File: src/rtl/serial_adder_ctrl_pkg.sv
// Shared definitions for the bit-serial adder controller:
// FSM state encoding and requester index constants.
package serial_adder_ctrl_pkg;

  typedef enum logic [1:0] {
    ST_IDLE = 2'd0,
    ST_RUN  = 2'd1,
    ST_DONE = 2'd2
  } state_e;

  localparam logic REQ0 = 1'b0;
  localparam logic REQ1 = 1'b1;

endpackage

File: src/rtl/serial_adder_ctrl_fa.sv
// Single-bit full-adder cell shared by the serial adder datapath.
module FA (
  input  logic a,
  input  logic b,
  input  logic c_in,
  output logic s,
  output logic c_out
);

  // Sum and carry of one bit position.
  always_comb begin
    s     = a ^ b ^ c_in;
    c_out = (a & b) | (a & c_in) | (b & c_in);
  end

endmodule

File: src/rtl/serial_adder_ctrl.sv
// Bit-serial adder controller: one FA cell stepped over WIDTH cycles,
// shared by two requesters through a round-robin arbiter.
module serial_adder_ctrl
  import serial_adder_ctrl_pkg::*;
#(
  parameter int WIDTH = 8
) (
  input  logic             clk,
  input  logic             rst_n,
  input  logic             req0,
  input  logic             req1,
  input  logic [WIDTH-1:0] x0,
  input  logic [WIDTH-1:0] y0,
  input  logic [WIDTH-1:0] x1,
  input  logic [WIDTH-1:0] y1,
  input  logic             cin0,
  input  logic             cin1,
  output logic [WIDTH-1:0] sum,
  output logic             cout,
  output logic             done0,
  output logic             done1,
  output logic             busy
);

  localparam int CNT_W = (WIDTH > 1) ? $clog2(WIDTH) : 1;
  localparam logic [CNT_W-1:0] CNT_LAST = CNT_W'(WIDTH - 1);

  state_e           state_q;
  logic [WIDTH-1:0] a_q;
  logic [WIDTH-1:0] b_q;
  logic [WIDTH-1:0] s_q;
  logic             carry_q;
  logic [CNT_W-1:0] cnt_q;
  logic [WIDTH-1:0] sum_q;
  logic             cout_q;
  logic             last_gnt_q;
  logic             gnt_sel_q;
  logic             done0_q;
  logic             done1_q;
  logic             busy_q;

  logic             gnt_vld_d;
  logic             gnt_sel_d;
  logic [WIDTH-1:0] x_d;
  logic [WIDTH-1:0] y_d;
  logic             cin_d;
  logic [WIDTH-1:0] s_d;

  logic             fa_s;
  logic             fa_co;

  FA u_fa (
    .a     (a_q[0]),
    .b     (b_q[0]),
    .c_in  (carry_q),
    .s     (fa_s),
    .c_out (fa_co)
  );

  // Round-robin pick: on a tie the requester not served last wins.
  always_comb begin
    gnt_vld_d = req0 | req1;
    gnt_sel_d = REQ0;
    if (req0 && req1) begin
      gnt_sel_d = (last_gnt_q == REQ1) ? REQ0 : REQ1;
    end else if (req1) begin
      gnt_sel_d = REQ1;
    end
    x_d   = (gnt_sel_d == REQ1) ? x1   : x0;
    y_d   = (gnt_sel_d == REQ1) ? y1   : y0;
    cin_d = (gnt_sel_d == REQ1) ? cin1 : cin0;
    // Sum bits enter at the MSB so bit 0 ends up at the bottom after WIDTH shifts.
    s_d   = {fa_s, s_q[WIDTH-1:1]};
  end

  // Control FSM and serial datapath; all outputs are registered here.
  always_ff @(posedge clk or negedge rst_n) begin
    if (!rst_n) begin
      state_q    <= ST_IDLE;
      a_q        <= '0;
      b_q        <= '0;
      s_q        <= '0;
      carry_q    <= 1'b0;
      cnt_q      <= '0;
      sum_q      <= '0;
      cout_q     <= 1'b0;
      last_gnt_q <= REQ1;
      gnt_sel_q  <= REQ0;
      done0_q    <= 1'b0;
      done1_q    <= 1'b0;
      busy_q     <= 1'b0;
    end else begin
      done0_q <= 1'b0;
      done1_q <= 1'b0;
      case (state_q)
        ST_IDLE: begin
          if (gnt_vld_d) begin
            a_q        <= x_d;
            b_q        <= y_d;
            carry_q    <= cin_d;
            cnt_q      <= '0;
            gnt_sel_q  <= gnt_sel_d;
            last_gnt_q <= gnt_sel_d;
            busy_q     <= 1'b1;
            state_q    <= ST_RUN;
          end
        end
        ST_RUN: begin
          s_q     <= s_d;
          a_q     <= a_q >> 1;
          b_q     <= b_q >> 1;
          carry_q <= fa_co;
          cnt_q   <= cnt_q + CNT_W'(1);
          if (cnt_q == CNT_LAST) begin
            sum_q   <= s_d;
            cout_q  <= fa_co;
            done0_q <= (gnt_sel_q == REQ0);
            done1_q <= (gnt_sel_q == REQ1);
            state_q <= ST_DONE;
          end
        end
        ST_DONE: begin
          busy_q  <= 1'b0;
          state_q <= ST_IDLE;
        end
        default: begin
          busy_q  <= 1'b0;
          state_q <= ST_IDLE;
        end
      endcase
    end
  end

  assign sum   = sum_q;
  assign cout  = cout_q;
  assign done0 = done0_q;
  assign done1 = done1_q;
  assign busy  = busy_q;

endmodule

File: config.mk
export PLATFORM = sky130hd
export DESIGN_NAME = serial_adder_ctrl
export DESIGN_NICKNAME = d
export VERILOG_FILES = /design/src/rtl/serial_adder_ctrl_pkg.sv /design/src/rtl/serial_adder_ctrl_fa.sv /design/src/rtl/serial_adder_ctrl.sv
export SDC_FILE = /design/constraint.sdc
export NUM_CORES = 1
export LEC_CHECK = 0
export ABC_CLOCK_PERIOD_IN_PS = 2000
export BUFFER_PORTS_ARGS = -buffer_cell sky130_fd_sc_hd__buf_2
export CAP_MARGIN = 20
export CORE_ASPECT_RATIO = 1.5
export CORE_MARGIN = 1.5
export CORE_UTILIZATION = 54
export CTS_BUF_LIST = sky130_fd_sc_hd__clkbuf_8
export DETAILED_ROUTE_END_ITERATION = 8
export PLACE_DENSITY = 0.81
export SLEW_MARGIN = 20
export SYNTH_ARGS = -nofsm -noshare
export SYNTH_HDL_FRONTEND = slang
export SYNTH_SLANG_ARGS = --single-unit
export TNS_END_PERCENT = 100
File: constraint.sdc
create_clock -name clk -period 2 [get_ports clk]
set_input_delay 0.1 -clock clk [delete_from_list [all_inputs] [get_ports clk]]
set_output_delay 0.1 -clock clk [all_outputs]
set_load 0.05 [all_outputs]
# Word-level counts from Yosys, hierarchy flattened
# Cells that the tools add are included.
word_totals:
  word_cells: 59
  reg_bits: 44
  in_bits: 38
  output_inout_bits: 12
classes:
  eq_ne: 4
  n_addsub: 1
  n_bitwise: 10
  n_reduce_logical: 8
  mux: 23
ops:
  columns: ["cell", "count"]
  rows:
  - ["$mux W8", 4]
  - ["$pmux W8 S2", 2]
  - ["$mux W1", 10]
  - ["$reduce_and A2 Y1", 5]
  - ["$pmux W3 S2", 1]
  - ["$mux W2", 2]
  - ["$ne A2 B2 Y1 const B", 2]
  - ["$pmux W1 S2", 2]
  - ["$pmux W2 S2", 1]
  - ["$add A3 B1 Y3 const B", 1]
  - ["$and A1 B1 Y1", 3]
  - ["$eq A3 B3 Y1 const B", 1]
  - ["$mux W3", 1]
  - ["$or A1 B1 Y1", 3]
  - ["$eq A2 B1 Y1 const B", 1]
  - ["$logic_not A2 Y1", 1]
  - ["$not A1 Y1", 2]
  - ["$reduce_bool A2 Y1", 1]
  - ["$xor A1 B1 Y1", 2]
  - ["$logic_and A1 B1 Y1", 1]

# Longest topological paths before layout
depth:
  depth_word: 5
  ltp_mapped: 5
  ltp_nobuf: 4

# Hierarchy
# From an unflattened synthesis, not the netlist that was laid out.
hier_totals:
  hier_cells: 169
  area_unflattened_um2: 2010.7
by_module_without_submodules:
  columns: ["module", "cells_each", "instances", "area_per_inst_um2", "seq_area_each_um2"]
  rows:
  - ["serial_adder_ctrl", 168, 1, 1990.7, 1077.3]
  - ["FA", 1, 1, 20.0, 0.0]

# Worst setup path before layout
# No wires, ideal clock.
synth_timing:
  kind: "flip-flop to flip-flop"
  start: "register cnt_q[0]"
  end: "register cout_q, in the netlist cout"
  n_path_buf: 1
  path_stages_with_launch: 6
  t_required_ps: 1875
  arrival_ps: 1349
  path_slack_ps: 526
  period_less_slack_ps: 1474
  setup_time_ps: 125
  path_cell_list: "dfrtp_1 -> ha_1 -> ha_1 -> nand2_1 -> buf_2 -> mux2_2"
synth_via:
  elab_chain_len: 2
synth_lines:
  columns: ["element", "line_no", "text"]
  rows:
  - ["from (decl)", "serial_adder_ctrl.sv:33", "logic [CNT_W-1:0] cnt_q;"]
  - ["from (signal assigned)", "serial_adder_ctrl.sv:113", "cnt_q <= cnt_q + CNT_W'(1);"]
  - ["$eq A3 B3 Y1", "serial_adder_ctrl.sv:114", "if (cnt_q == CNT_LAST) begin"]
  - ["$reduce_and A2 Y1 (no line)", null, null]
  - ["to (signal assigned)", "serial_adder_ctrl.sv:116", "cout_q <= fa_co;"]
  - ["to (decl)", "serial_adder_ctrl.sv:35", "logic cout_q;"]
# No other way between the ends.
# A chain may end at the register's enable or synchronous reset.

# Worst setup path in the final report
layout_timing:
  start: "register cnt_q[0]"
  end: "register sum_q[7], in the netlist sum[7]"
layout_via:
  elab_chain_len: 2
layout_lines:
  columns: ["element", "line_no", "text"]
  rows:
  - ["$eq A3 B3 Y1", "serial_adder_ctrl.sv:114", null]
  - ["$reduce_and A2 Y1 (no line)", null, null]
  - ["to (signal assigned)", "serial_adder_ctrl.sv:85", "sum_q <= '0;"]
  - ["to (signal assigned)", "serial_adder_ctrl.sv:115", "sum_q <= s_d;"]
  - ["to (decl)", "serial_adder_ctrl.sv:34", "logic [WIDTH-1:0] sum_q;"]
# No other way between the ends.

==> results.md <==
* Final setup violating endpoints at 0
* Class of the tightest hold or removal check: input pin to register
* Antenna violations before repair at 0
* Setup tns final at 0 ns
* Grt met3 use at ~4.7%
* Insertion delay to the later sink of the worst-skew pair at 0.30 ns
* Global-route wire length before repair at 6730 um
* Leakage power at 1.17 nW
* Max_cap viols at 0
* Clock slew seen by the registers of the worst setup and hold paths at 0.08 ns
* GRT Residual Overflow at 0
* Core area at 3420 sq um
* Minimum clock period after layout at about 1.7 ns
* Number of warnings printed during yosys synthesis at 0
* Cell depth of the worst hold path at 2
* Net Count, Synth at 211
* Area grow syn2layout at 19.4%
* Delay contributed by the slowest stage of the critical path at 0.41 ns
* Final HPWL DP at between 2000 and 3000 um
* Root cell of the clock tree: sky130_fd_sc_hd__clkbuf_8
* Routability Congestion at 0.721
* Critical Path Slowest Stage Cell: sky130_fd_sc_hd__dfrtp_1
* Ordered list of cells on the worst path: ha_1 -> ha_1 -> nand2_1 -> mux2_2
* Initial Utilization at 56.5%
* Final ANT Viol Nets at 0
* Die X-Extent at approximately 52 um
* Number of storage elements in the synthesis netlist at 43
* IO Count at 50
* Most heavily used metal layer in global routing: met2
* Sequential-to-total area share from yosys stat at 55.8%
* Synth Area per Inst at around 11 sq um
* Vias per cell at 5.66
* Logic depth of the worst path, buffers included at 4
* Count of H-tree levels built during CTS at 2
* Max-slew violation count at 0
* Arrival time at the worst endpoint at 1.88 ns
* Worst reg2reg setup slack at about 0.31 ns
* TritonCTS sink count at 43
* Crit start category: register
* Number of distinct library cells after synthesis at 26
* Met1 usage at 25.6%
* CTS buffer count at 5
* Antenna diodes at 0
* Routed wire length per instance at ~15 um
* Nets at 261
* Ratio of final minimum period to clock period at around 85%
* Worst setup path category: register to register
* Pwr dens at 1500 nW/um^2
* Total power of the final layout at 3.46 mW
* Largest net degree at the start of global routing at 44
* Vias in the first global route at around 1600
* Layout cells sized above 1 at between 30% and 40%
* Maximum vdd ir drop at ~900 uV
* Top library cells by usage in the layout, fill and taps aside: sky130_fd_sc_hd__buf_2, sky130_fd_sc_hd__dfrtp_1, sky130_fd_sc_hd__nand2_1
* Count of final hold-check violations at 0
* Critical path fanouts, max at 11
* Crit-path leading delay family: adder cells
* Row count at 26
* Number of detailed-route iterations in the first pass at 4
* Fmax achieved at 590 MHz
* FFs w/ async S/R, synth at 100%
* Via count of the routed design at 1489
* Clock tree from TritonCTS: yes
* Kind of end point of the critical path: register
* Starting DRT DRC Count at 43
* Setup Buffers After CTS at 0
* Buf+Inv Stages, Crit Path at 0
* Cells on worst reg2reg path at 4
* Total non-filler cell area in the finished layout at 2300 sq um
* Most common library cell in the layout ignoring fill and taps: sky130_fd_sc_hd__buf_2
* Die height at 76.2 um
* Fraction of met2 tracks used by global routing at 39.5%
* Number of port buffers at 49
* Worst Max-Slew Pin Slew at roughly 0.76 ns
* Post-synth design cell area at 1930 sq um
* Bufs on Longest Clock Path at 2
* DRC violations left at 0
* Final wirelength at 3910 um
* Maximum clock skew at final layout at roughly 0.0029 ns
* Area of the die at 3950 sq um
* Placed instance area at 2210 sq um
* RSZ-0062 raised after global routing: false
* Endpoint required time on the critical path at ~2.2 ns
* Status: finished clean
* Leading register cell type out of synthesis: sky130_fd_sc_hd__dfrtp_1
* Most common cell type on the critical path: sky130_fd_sc_hd__ha_1
* Max_slew headroom at 49.0%
* Number of enable flip-flop cells after synthesis at 0
* All-Layer GR Usage at 22.9%
* Syn Inst Count at between 150 and 200
## area by class of cell
cell class	instances	area (sq um)
repair buffers	54	298
fillers	286	1110
clock inverters	3	16.3
multi-input cells	108	762
clock buffers	5	68.8
inverters	8	30.0
flip-flops and latches	43	1080
well taps	42	52.6
## kinds of logic after synthesis
family          Yosys count  synth area share [%]
flops                    43                  55.8
simple gates             42                  8.88
buf+inv                  19                  5.12
mux                      28                  15.1
fa+ha+maj                 3                  2.33
compound gates           35                  12.8
## sequential cells by signal (all words and copies together), names as in the netlist, 2 cells and up
register,cells
a_q,8
b_q,8
cnt_q,3
s_q,7
state_q,2
sum,8
## routing by layer
layer / part of all wire (%) / vias to the layer above
met4: 3.1 / 0
met5: 0 / -
li1: - / 695
met3: 4.1 / 13
met2: 54 / 53
met1: 39 / 728
## path summary, 6_finish.rpt
path | from | end
min reg2reg | gnt_sel_q | done0
max in group asynchronous | rst_n | last_gnt_q
max | cnt_q[0] | sum[7]
max reg2reg | cnt_q[0] | sum[7]
min in group asynchronous | rst_n | sum[6]
min | req0 | last_gnt_q
## synth_stat cells, types with 3 or more instances
cell,count,area (sq um)
sky130_fd_sc_hd__buf_2,7,35.0
sky130_fd_sc_hd__mux2i_1,19,190
sky130_fd_sc_hd__mux2_2,9,101
sky130_fd_sc_hd__dfrtp_1,42,1050
sky130_fd_sc_hd__inv_1,8,30.0
sky130_fd_sc_hd__o211ai_1,3,22.5
sky130_fd_sc_hd__o221ai_1,12,105
sky130_fd_sc_hd__nor2_1,3,11.3
sky130_fd_sc_hd__nand2_1,33,124
sky130_fd_sc_hd__o21ai_0,14,70.1
## where the power goes
group / total [mW] / internal (mW) / switching (mW)
clock network: 0.532 / 0.239 / 0.294
registers: 1.47 / 1.25 / 0.219
logic: 1.46 / 0.536 / 0.925
total: 3.46 / 2.02 / 1.44
## repair_timing
action,CTS,global route
endpoints found under the hold margin,43,0
resized for setup,0,0
hold buffers,1,0
## per-stage QoR
stage,hold slack [ns],utilization [%],std cells,worst slack (ns)
finish,0.0489,67.5,263,0.306
global route,0.0569,67.5,263,0.213
CTS,0.0411,67.5,263,0.283
detailed placement,0.0901,64.7,254,0.308
global placement,0.0937,64.5,254,0.153
floorplan,-0.196,-,170,0.526
Power figures use the tool's default switching activity.
